==> src/rtl/dvi_pkg.sv <==
// Shared constants for the DVI transmitter: TMDS control tokens, default
// 640x480@60 timing and the TMDS clock-channel word.
package dvi_pkg;

    localparam logic [9:0] CTRL_00 = 10'b1101010100;
    localparam logic [9:0] CTRL_01 = 10'b0010101011;
    localparam logic [9:0] CTRL_10 = 10'b0101010100;
    localparam logic [9:0] CTRL_11 = 10'b1010101011;

    localparam logic [9:0] CLK_PATTERN = 10'b0000011111;

    localparam int DEF_H_ACTIVE = 640;
    localparam int DEF_H_FP     = 16;
    localparam int DEF_H_SYNC   = 96;
    localparam int DEF_H_BP     = 48;
    localparam int DEF_V_ACTIVE = 480;
    localparam int DEF_V_FP     = 10;
    localparam int DEF_V_SYNC   = 2;
    localparam int DEF_V_BP     = 33;

    function automatic logic [9:0] ctrl_token(input logic [1:0] c);
        case (c)
            2'b00:   return CTRL_00;
            2'b01:   return CTRL_01;
            2'b10:   return CTRL_10;
            default: return CTRL_11;
        endcase
    endfunction

endpackage

==> src/rtl/dvi_tx_core_tmds_encoder.sv <==
// TMDS 8b/10b encoder: transition-minimising stage, DC-balancing stage with
// a signed running disparity, and control tokens during blanking.
module tmds_encoder
    import dvi_pkg::*;
(
    input  logic       clk,
    input  logic       rst_n,
    input  logic       en,
    input  logic       de,
    input  logic [1:0] c,
    input  logic [7:0] d,
    output logic [9:0] q
);

    logic [3:0]        n1d;
    logic [3:0]        n1q;
    logic              use_xnor;
    logic [8:0]        qm;
    logic signed [5:0] cnt;
    logic signed [5:0] cnt_nx;
    logic signed [5:0] bal;
    logic [9:0]        q_nx;

    always_comb begin
        n1d = '0;
        for (int i = 0; i < 8; i++) n1d = n1d + 4'(d[i]);
        use_xnor = (n1d > 4'd4) || (n1d == 4'd4 && !d[0]);

        qm    = '0;
        qm[0] = d[0];
        for (int i = 1; i < 8; i++)
            qm[i] = use_xnor ? ~(qm[i-1] ^ d[i]) : (qm[i-1] ^ d[i]);
        qm[8] = ~use_xnor;

        n1q = '0;
        for (int i = 0; i < 8; i++) n1q = n1q + 4'(qm[i]);
        // bal = ones minus zeros of qm[7:0]
        bal = $signed({1'b0, n1q, 1'b0}) - 6'sd8;

        if (cnt == 6'sd0 || bal == 6'sd0) begin
            q_nx   = {~qm[8], qm[8], qm[8] ? qm[7:0] : ~qm[7:0]};
            cnt_nx = qm[8] ? cnt + bal : cnt - bal;
        end else if ((cnt > 6'sd0 && bal > 6'sd0) || (cnt < 6'sd0 && bal < 6'sd0)) begin
            q_nx   = {1'b1, qm[8], ~qm[7:0]};
            cnt_nx = cnt + $signed({4'b0, qm[8], 1'b0}) - bal;
        end else begin
            q_nx   = {1'b0, qm[8], qm[7:0]};
            cnt_nx = cnt - $signed({4'b0, ~qm[8], 1'b0}) + bal;
        end
    end

    always_ff @(posedge clk or negedge rst_n) begin
        if (!rst_n) begin
            q   <= '0;
            cnt <= '0;
        end else if (en) begin
            if (de) begin
                q   <= q_nx;
                cnt <= cnt_nx;
            end else begin
                q   <= ctrl_token(c);
                cnt <= '0;
            end
        end
    end

endmodule

==> src/rtl/dvi_tx_core.sv <==
// DVI 1.0 transmitter on the bit clock: timing generator, three TMDS
// encoders and 10:1 serializers. DVI_TEST_PATTERN_EN swaps RGB for colour bars.
module dvi_tx_core
    import dvi_pkg::*;
#(
    parameter int   H_ACTIVE   = DEF_H_ACTIVE,
    parameter int   H_FP       = DEF_H_FP,
    parameter int   H_SYNC     = DEF_H_SYNC,
    parameter int   H_BP       = DEF_H_BP,
    parameter int   V_ACTIVE   = DEF_V_ACTIVE,
    parameter int   V_FP       = DEF_V_FP,
    parameter int   V_SYNC     = DEF_V_SYNC,
    parameter int   V_BP       = DEF_V_BP,
    parameter logic H_SYNC_POL = 1'b0,
    parameter logic V_SYNC_POL = 1'b0
) (
    input  logic       serial_clk_i,
    input  logic       rst_ni,
    input  logic [7:0] red_i,
    input  logic [7:0] green_i,
    input  logic [7:0] blue_i,
    output logic       tmds_clk_p,
    output logic       tmds_clk_n,
    output logic [2:0] tmds_data_p,
    output logic [2:0] tmds_data_n
);

    localparam logic [9:0] H_LAST   = 10'(H_ACTIVE + H_FP + H_SYNC + H_BP - 1);
    localparam logic [9:0] V_LAST   = 10'(V_ACTIVE + V_FP + V_SYNC + V_BP - 1);
    localparam logic [9:0] HS_START = 10'(H_ACTIVE + H_FP);
    localparam logic [9:0] HS_END   = 10'(H_ACTIVE + H_FP + H_SYNC - 1);
    localparam logic [9:0] VS_START = 10'(V_ACTIVE + V_FP);
    localparam logic [9:0] VS_END   = 10'(V_ACTIVE + V_FP + V_SYNC - 1);

    logic [3:0]       div_cnt;
    logic             pix_tick;
    logic [9:0]       h;
    logic [9:0]       v;
    logic             de;
    logic             hsync;
    logic             vsync;
    logic [2:0][7:0]  pix_d;
    logic [2:0][1:0]  ctl;
    logic [2:0][9:0]  word;
    logic [2:0][9:0]  sh;
    logic [9:0]       clk_sh;

    assign pix_tick = (div_cnt == 4'd9);

    always_ff @(posedge serial_clk_i or negedge rst_ni) begin
        if (!rst_ni) begin
            div_cnt <= '0;
            h       <= '0;
            v       <= '0;
        end else begin
            div_cnt <= pix_tick ? 4'd0 : div_cnt + 4'd1;
            if (pix_tick) begin
                if (h == H_LAST) begin
                    h <= '0;
                    v <= (v == V_LAST) ? 10'd0 : v + 10'd1;
                end else begin
                    h <= h + 10'd1;
                end
            end
        end
    end

    assign de    = (h < 10'(H_ACTIVE)) && (v < 10'(V_ACTIVE));
    assign hsync = (h >= HS_START && h <= HS_END) ? H_SYNC_POL : ~H_SYNC_POL;
    assign vsync = (v >= VS_START && v <= VS_END) ? V_SYNC_POL : ~V_SYNC_POL;

`ifdef DVI_TEST_PATTERN_EN
    logic [2:0] bar;
    logic       unused_rgb;
    // Eight equal-width bars across the active line
    assign bar        = 3'(h / 10'(H_ACTIVE / 8));
    assign unused_rgb = ^{red_i, green_i, blue_i};
    assign pix_d[2]   = {8{bar[2]}};
    assign pix_d[1]   = {8{bar[1]}};
    assign pix_d[0]   = {8{bar[0]}};
`else
    assign pix_d[2] = red_i;
    assign pix_d[1] = green_i;
    assign pix_d[0] = blue_i;
`endif

    assign ctl[0] = {vsync, hsync};
    assign ctl[1] = 2'b00;
    assign ctl[2] = 2'b00;

    for (genvar gi = 0; gi < 3; gi++) begin : g_ch
        tmds_encoder u_enc (
            .clk   (serial_clk_i),
            .rst_n (rst_ni),
            .en    (pix_tick),
            .de    (de),
            .c     (ctl[gi]),
            .d     (pix_d[gi]),
            .q     (word[gi])
        );
        assign tmds_data_p[gi] = sh[gi][0];
    end

    // Words load one tick after they are encoded; shifted out LSB first
    always_ff @(posedge serial_clk_i or negedge rst_ni) begin
        if (!rst_ni) begin
            sh     <= '0;
            clk_sh <= '0;
        end else if (pix_tick) begin
            sh     <= word;
            clk_sh <= CLK_PATTERN;
        end else begin
            for (int i = 0; i < 3; i++) sh[i] <= {1'b0, sh[i][9:1]};
            clk_sh <= {1'b0, clk_sh[9:1]};
        end
    end

    assign tmds_clk_p  = clk_sh[0];
    assign tmds_clk_n  = ~clk_sh[0];
    assign tmds_data_n = ~tmds_data_p;

endmodule

==> config.mk <==
export PLATFORM = sky130hd
export DESIGN_NAME = dvi_tx_core
export DESIGN_NICKNAME = d
export VERILOG_FILES = /design/src/rtl/dvi_pkg.sv /design/src/rtl/dvi_tx_core_tmds_encoder.sv /design/src/rtl/dvi_tx_core.sv
export SDC_FILE = /design/constraint.sdc
export NUM_CORES = 1
export LEC_CHECK = 0
export BUFFER_PORTS_ARGS = -buffer_cell sky130_fd_sc_hd__buf_2
export CAP_MARGIN = 40
export CORE_MARGIN = 4
export CORE_UTILIZATION = 50
export DETAILED_ROUTE_END_ITERATION = 7
export GPL_TIMING_DRIVEN = 0
export PLACE_DENSITY = 0.67
export SLEW_MARGIN = 20
export SYNTH_ARGS = -nofsm -noshare
export SYNTH_HDL_FRONTEND = slang
export SYNTH_SLANG_ARGS = --single-unit
export TNS_END_PERCENT = 1
==> constraint.sdc <==
create_clock -name serial_clk_i -period 3.67 [get_ports serial_clk_i]
set_input_delay 1.101 -clock serial_clk_i [delete_from_list [all_inputs] [get_ports serial_clk_i]]
set_output_delay 1.101 -clock serial_clk_i [all_outputs]
set_load 0.05 [all_outputs]
==> impl_metrics.env, run 1 <==
export IMPL_status="finished with violations"
export IMPL_violations="setup timing"
export IMPL_die_x_um=137
export IMPL_synth_fp_nets=1063
export IMPL_grt_overflow=0
export IMPL_reg2reg_slack_ps=880
export IMPL_grt_setup_unrepaired="true"
export IMPL_ys_flop_type="dfrtp_1"
export IMPL_crit_slowest_cell="fa_1"
export IMPL_antenna_found_initial=0
export IMPL_drive_above_1_share=0.182
export IMPL_num_fill_cells=1384
export IMPL_synth_edff_count=0
export IMPL_required_ps=3890
export IMPL_syn_avg_cell_area_sq_um=9.19
export IMPL_seq_area_frac_synth=0.313
export IMPL_critPathLaunchType="input pin"
export IMPL_path_clk_slew_ps=70
export IMPL_async_reset_ff_frac=1.00
export IMPL_min_delay_start="clk_sh[1]"
export IMPL_clock_skew_final_ps=9.36
export IMPL_final_nets=1127
export IMPL_slew_headroom=0.464
export IMPL_firstDrtPassIters=5
export IMPL_via_per_inst=5.13
export IMPL_r2r_end="g_ch[1].u_enc.cnt[5]"
export IMPL_path_max_fanout=5
export IMPL_gp_congestion=0.813
export IMPL_r2r_start="g_ch[1].u_enc.cnt[1]"
export IMPL_io_pins=34
export IMPL_ant_nets=0
export IMPL_synth_seq_cells=104
export IMPL_yosysUniqueCellTypes=63
export IMPL_drt_iter0_markers=190
export IMPL_cts_buffers=9
export IMPL_critical_path_class="in2reg"
export IMPL_finalSetupViolCount=45
export IMPL_cp_common_cell="fa_1"
export IMPL_hold_viol_final=0
export IMPL_most_common_layout_cells="138 x nand2_1, 109 x inv_1, 104 x dfrtp_1"
export IMPL_cts_root_buffer="clkbuf_16"
export IMPL_netlist_area_sq_um=8330
export IMPL_fin_ws_ps=-4390
export IMPL_min_path_type="reg2reg"
export IMPL_hpwl_mm=12.5
export IMPL_grt_pass1_vias=6300
export IMPL_dieArea_sq_um=18800
export IMPL_layout_min_cycle_time_ps=8060
export IMPL_die_h_um=137
export IMPL_routed_wl_mm=17.0
export IMPL_holdPathEnd="clk_sh[0]"
export IMPL_drv_cap=0
export IMPL_worst_pin_slew_ps=797
export IMPL_finalCritPeriodShare=2.20
export IMPL_hold_slack_ps=430
export IMPL_rr_worst_depth=11
export IMPL_port_buffers=33
export IMPL_grt_pass1_wl_mm=30.1
export IMPL_placementRows=46
export IMPL_drv_slew=0
export IMPL_arrival_ps=8270
export IMPL_cts_max_level=3
export IMPL_syn2layout_area_growth_pct=16.9
export IMPL_max_freq_mhz=124
export IMPL_core_area_sq_um=16100
export IMPL_initial_utilization=0.517
export IMPL_whs_path_depth=1
export IMPL_vias=6113
export IMPL_layout_commonest_cell="nand2_1"
export IMPL_ys_warn_count=0
export IMPL_grt_max_degree=70
export IMPL_clk_path_buf_depth=2
export IMPL_wire_per_inst_um=14.3
export IMPL_clk_latency_ps=350
export IMPL_grt_total_usage=0.197
export IMPL_cts_hold_buf=0
export IMPL_drcViolationCount=0
export IMPL_cts_sinks=104
export IMPL_cts_tree="built"
export IMPL_endpoint_kind="register"
export IMPL_antennaDiodeCount=0
export IMPL_cpPeakStageDelay_ps=520
export IMPL_syn_inst=906
## Yosys cell counts, types with 8 or more instances
cell type    n  share of area
inv_1      122          0.055
o22ai_1     14          0.011
clkbuf_1    24          0.011
o21ai_0     44          0.026
fa_1        39          0.094
a21oi_1     39          0.023
xnor2_1     82          0.086
dfrtp_1    104           0.31
ha_1        92           0.14
xor2_1      29          0.031
nand3_1      8         0.0048
nand2_1    140          0.063
a21o_1      21          0.019
nor2_1      43          0.019
## flip-flops by register name, indices dropped and copies added, names as in the netlist
name,count
sh,27
div_cnt,4
g_ch.u_enc.cnt,15
v,10
g_ch.u_enc.q,30
clk_sh,5
tmds_data_p,3
h,10
## logic make-up after synthesis
group | share of synthesized area
adders and majority gates | 0.232
and+or+nand+nor | 0.129
muxes | 0.00857
buffers and inverters | 0.0721
xor gates and xnor gates | 0.119
DFF | 0.313
AOI/OAI and AO/OA | 0.126
## worst max-delay path, delay by kind of cell
family / cells / cell delay, ps
adder cells (fa/ha/maj): 12 / 4530
XOR/XNOR: 5 / 810
buffers and inverters: 9 / 760
AO/OA/AOI/OAI: 4 / 650
AND/OR/NAND/NOR: 2 / 260
multiplexers: 1 / 120
## through the flow
step	instance area, sq um	utilization	cells	TNS (ps)	worst slack (ps)
floorplan	8430	-	906	-171620	-4380
global placement	8860	0.550	1155	-201590	-5010
detailed placement	8900	0.552	1156	-206740	-5190
CTS	9620	0.597	1187	-162750	-4320
global route	9740	0.604	1191	-175860	-4740
finish	9740	0.604	1191	-161510	-4390
## metal layers
layer | GRT usage | vias to the layer above | part of all wire | wire [um]
met2 | 0.331 | 75 | 0.48 | 8210
met4 | 0.0482 | 0 | 0.013 | 221
met1 | 0.272 | 2932 | 0.48 | 8170
met3 | 0.0261 | 21 | 0.022 | 369
met5 | 0 | - | 0 | 0
li1 | - | 3085 | - | -
## worst max path at each step
stage / startpoint / endpoint / slack (ps) / cells after the start
after floorplan: green_i[0] / g_ch[1].u_enc.cnt[5] / -4380 / 30
after global placement: red_i[0] / g_ch[2].u_enc.cnt[5] / -5010 / 32
after detailed placement: red_i[0] / g_ch[2].u_enc.cnt[5] / -5190 / 32
after CTS: green_i[1] / g_ch[1].u_enc.cnt[5] / -4320 / 34
after global routing: green_i[1] / g_ch[1].u_enc.cnt[5] / -4740 / 34
final: green_i[1] / g_ch[1].u_enc.cnt[5] / -4390 / 33
## final cells by class
type / count / area (sq um) / area share
buffer: 30 / 180 / 0.0185
clock buffer: 11 / 243 / 0.0249
sequential: 104 / 2600 / 0.267
timing repair buffer: 53 / 358 / 0.0368
clock inverter: 5 / 61.3 / 0.00630
inverter: 123 / 472 / 0.0485
multi-input combinational: 649 / 5550 / 0.570
tap: 216 / 270 / 0.0278
## timing repair
| action | CTS | global route |
|---|---|---|
| setup endpoints to repair | 45 | 45 |
| pin swaps | 42 | 19 |
| setup buffers | 15 | 4 |
| endpoints found under the hold margin | 0 | 0 |
| gates resized for setup | 80 | 28 |
Power of run 1 is left out: the tool's default activity adds up to more than one toggle a clock period on the data nets, which glitch-free logic cannot reach.
==> inputs of run 2 (changes only) <==
CORE_UTILIZATION = 60   (was 50)
GPL_ROUTABILITY_DRIVEN = 0   (was unset)
PLACE_DENSITY = 0.78   (was 0.67)
==> impl_metrics.env, run 2 (same netlist as run 1, synthesis figures left out) <==
export IMPL_most_common_layout_cells="139 x nand2_1, 110 x inv_1, 104 x dfrtp_1"
export IMPL_rr_worst_depth=11
export IMPL_layout_commonest_cell="nand2_1"
export IMPL_largest_reg_flops=30
export IMPL_hpwl_mm=12.5
export IMPL_grt_setup_unrepaired="true"
export IMPL_io_pins=34
export IMPL_die_x_um=126
export IMPL_wire_per_inst_um=15.0
export IMPL_cts_sinks=104
export IMPL_antenna_found_initial=0
export IMPL_die_h_um=126
export IMPL_critPathLaunchType="input pin"
export IMPL_worst_pin_slew_ps=764
export IMPL_required_ps=3890
export IMPL_initial_utilization=0.621
export IMPL_cts_max_level=3
export IMPL_path_max_fanout=5
export IMPL_hold_viol_final=0
export IMPL_drt_iter0_markers=304
export IMPL_grt_overflow=0
export IMPL_antennaDiodeCount=0
export IMPL_cts_hold_buf=0
export IMPL_firstDrtPassIters=5
export IMPL_place_area_sq_um=8850
export IMPL_arrival_ps=8280
export IMPL_endpoint_kind="register"
export IMPL_ant_nets=0
export IMPL_drv_cap=0
export IMPL_dieArea_sq_um=15800
export IMPL_min_delay_start="clk_sh[1]"
export IMPL_layout_min_cycle_time_ps=8060
export IMPL_path_clk_slew_ps=70
export IMPL_core_area_sq_um=13400
export IMPL_r2r_end="g_ch[0].u_enc.cnt[5]"
export IMPL_largest_register="g_ch.u_enc.q"
export IMPL_finalSetupViolCount=45
export IMPL_num_fill_cells=1002
export IMPL_syn2layout_area_growth_pct=15.6
export IMPL_status="finished with violations"
export IMPL_grt_pass1_wl_mm=29.9
export IMPL_largestRegisters="g_ch.u_enc.q (30), sh (27), g_ch.u_enc.cnt (15)"
export IMPL_grt_total_usage=0.226
export IMPL_finalCritPeriodShare=2.20
export IMPL_holdPathEnd="clk_sh[0]"
export IMPL_cts_tree="built"
export IMPL_whs_path_depth=1
export IMPL_reg2reg_slack_ps=990
export IMPL_cts_buffers=9
export IMPL_fin_area_sq_um=9620
export IMPL_critical_path_class="in2reg"
export IMPL_final_nets=1125
export IMPL_violations="setup timing"
export IMPL_clock_skew_final_ps=8.37
export IMPL_cpPeakStageDelay_ps=550
export IMPL_multi_input_area_sq_um=5490
export IMPL_seq_area_sq_um=2600
export IMPL_min_path_type="reg2reg"
export IMPL_crit_slowest_cell="fa_1"
export IMPL_grt_pass1_vias=6409
export IMPL_cts_root_buffer="clkbuf_16"
export IMPL_fin_ws_ps=-4390
export IMPL_grt_max_degree=80
export IMPL_clk_latency_ps=350
export IMPL_drive_above_1_share=0.172
export IMPL_clk_path_buf_depth=2
export IMPL_vias=6269
export IMPL_slew_headroom=0.486
export IMPL_via_per_inst=5.46
export IMPL_r2r_start="g_ch[0].u_enc.cnt[1]"
export IMPL_max_freq_mhz=124
export IMPL_drv_slew=0
export IMPL_port_buffers=33
export IMPL_routed_wl_mm=17.3
export IMPL_placementRows=42
export IMPL_cp_common_cell="fa_1"
export IMPL_drcViolationCount=0
## run 2: cell type report
type                    instances  share of cell area
clock inverters                 4             0.00793
well taps                     176              0.0229
clock buffers                  12              0.0267
multi-input cells             649               0.570
repair buffers                 51              0.0346
inverters                     123              0.0488
plain buffers                  30              0.0185
flip-flops and latches        104               0.270
## run 2: layer usage
layer,global-route usage,wire (um),vias up
met5,0,0,-
met4,0.0479,231,0
met3,0.0279,583,22
met2,0.406,8830,110
met1,0.294,7610,3055
li1,-,-,3082
## run 2: worst max-delay path by stage
stage,from,slack [ps],end,cells after the start
6_report,green_i[1],-4390,g_ch[1].u_enc.cnt[5],33
5_1_grt,green_i[1],-4780,g_ch[1].u_enc.cnt[5],33
4_1_cts,green_i[1],-4360,g_ch[1].u_enc.cnt[5],32
3_5_place_dp,blue_i[0],-5100,g_ch[0].u_enc.cnt[5],33
3_3_place_gp,blue_i[0],-5000,g_ch[0].u_enc.cnt[5],30
2_1_floorplan,green_i[0],-4380,g_ch[1].u_enc.cnt[5],30
## run 2: critical path: cells and delay by family
family                   cells  cell delay [ps]
adder cells (fa/ha/maj)     12             4540
AO/OA/AOI/OAI                5              810
buffers and inverters        9              720
XOR/XNOR                     4              670
AND/OR/NAND/NOR              2              290
multiplexers                 1              120
## run 2: timing repair
item | 4_1_cts | 5_1_grt
buffers inserted | 15 | 2
pin swaps | 41 | 10
gates resized for setup | 69 | 16
endpoints found under the setup margin | 45 | 45
## run 2: per-stage QoR
stage / cells / util / TNS (ps) / worst slack, ps / hold WS, ps
final: 1149 / 0.718 / -164450 / -4390 / 434
after global routing: 1149 / 0.718 / -177200 / -4780 / 442
after CTS: 1147 / 0.713 / -163430 / -4360 / 434
after detailed placement: 1116 / 0.661 / -204980 / -5100 / 421
after global placement: 1115 / 0.658 / -200000 / -5000 / 413
after floorplan: 906 / - / -171620 / -4380 / 408
Power of run 2 is left out for the same reason.
==> inputs of run 3 (changes only) <==
CORE_UTILIZATION = 57   (was 60)
PLACE_DENSITY = 0.77   (was 0.78)
clock period = 6.7 ns   (was 3.67 ns; I/O delays follow)
==> impl_metrics.env, run 3 (same netlist as run 1, synthesis figures left out) <==
export IMPL_status="finished with violations"
export IMPL_violations="setup timing"
export IMPL_hpwl_mm=12.5
export IMPL_fin_area_sq_um=9980
export IMPL_fin_ws_ps=-2590
export IMPL_placementRows=43
export IMPL_cts_root_buffer="clkbuf_16"
export IMPL_hold_slack_ps=428
export IMPL_most_common_layout_cells="139 x nand2_1, 106 x inv_1, 104 x dfrtp_1"
export IMPL_layout_min_cycle_time_ps=9290
export IMPL_crit_slowest_cell="fa_1"
export IMPL_finalSetupTns_ps=-78290
export IMPL_syn2layout_area_growth_pct=19.9
export IMPL_drive_above_1_share=0.214
export IMPL_required_ps=6930
export IMPL_grt_setup_unrepaired="true"
export IMPL_critPathLaunchType="input pin"
export IMPL_clk_latency_ps=350
export IMPL_grt_pass1_vias=6742
export IMPL_firstDrtPassIters=5
export IMPL_routed_wl_mm=19.7
export IMPL_min_path_type="reg2reg"
export IMPL_cts_sinks=104
export IMPL_finalSetupViolCount=42
export IMPL_antenna_found_initial=0
export IMPL_arrival_ps=9520
export IMPL_final_nets=1158
export IMPL_grt_overflow=0
export IMPL_clock_skew_final_ps=6.96
export IMPL_worst_pin_slew_ps=775
export IMPL_drv_cap=0
export IMPL_grt_max_degree=81
export IMPL_via_per_inst=5.61
export IMPL_hold_viol_final=0
export IMPL_largestRegisters="g_ch.u_enc.q (30), sh (27), g_ch.u_enc.cnt (15)"
export IMPL_io_pins=34
export IMPL_drcViolationCount=0
export IMPL_core_area_sq_um=14100
export IMPL_endpoint_kind="register"
export IMPL_clk_path_buf_depth=2
export IMPL_placed_cells=1120
export IMPL_vias=6643
export IMPL_drv_slew=0
export IMPL_initial_utilization=0.591
export IMPL_cts_buffers=9
export IMPL_slew_headroom=0.478
export IMPL_antennaDiodeCount=0
export IMPL_largest_reg_flops=30
export IMPL_place_area_sq_um=8860
export IMPL_die_h_um=129
export IMPL_cts_tree="built"
export IMPL_dieArea_sq_um=16600
export IMPL_stdcell_count=1185
export IMPL_drt_iter0_markers=447
export IMPL_ant_nets=0
export IMPL_layout_commonest_cell="nand2_1"
export IMPL_largest_register="g_ch.u_enc.q"
export IMPL_wire_per_inst_um=16.7
export IMPL_die_x_um=129
export IMPL_finalCritPeriodShare=1.39
export IMPL_critical_path_class="in2reg"
export IMPL_port_buffers=33
export IMPL_grt_pass1_wl_mm=31.9
export IMPL_path_clk_slew_ps=70
export IMPL_grt_total_usage=0.238
export IMPL_cpPeakStageDelay_ps=580
export IMPL_path_max_fanout=4
export IMPL_cts_max_level=3
export IMPL_max_freq_mhz=108
## run 3: worst paths after layout
path                       slack (ps)            startpoint                   end  cells after the start
hold / removal                    430             clk_sh[4]             clk_sh[3]                      1
hold reg to reg                   430             clk_sh[4]             clk_sh[3]                      1
min in group asynchronous        1510                rst_ni        tmds_data_p[0]                      1
max in group asynchronous        4540                rst_ni  g_ch[0].u_enc.cnt[1]                      2
setup / recovery                -2590            green_i[0]  g_ch[1].u_enc.cnt[5]                     32
setup reg to reg                 3940  g_ch[1].u_enc.cnt[1]  g_ch[1].u_enc.cnt[5]                     11
## run 3: area by class of cell
cell class,count,area [sq um]
timing repair buffer,85,606
multi-input combinational,649,5620
inverter,123,472
buffer,29,170
fill,1007,4110
tap,180,225
clock buffer,12,267
sequential,104,2600
clock inverter,3,26.3
## run 3: critical path: cells and delay by family
kind	cells	cell delay (ps)
AO/OA/AOI/OAI	5	1030
XOR/XNOR	3	540
adder cells (fa/ha/maj)	12	4650
buffers and inverters	10	780
AND/OR/NAND/NOR	2	470
## run 3: what timing repair did
item                                    in CTS  in global routing
pin swaps                                   43                 35
setup buffers                               48                  8
gates resized for setup                     72                 41
hold buffers                                 0                  0
endpoints found under the setup margin      42                 42
## run 3: through the flow
step	worst slack (ps)	utilization
3_3_place_gp	-2880	0.626
6_report	-2590	0.708
4_1_cts	-2370	0.695
2_1_floorplan	-2260	-
3_5_place_dp	-3010	0.628
5_1_grt	-2760	0.708
## run 3: routing by layer
metal  global-route usage  vias up  wire length, um
li1                     -     3142                -
met1                0.300     3234             8380
met2                0.412      191             9630
met3               0.0423       76              823
met4               0.0871        0              900
met5                    0        -                0
Power of run 3 is left out for the same reason.
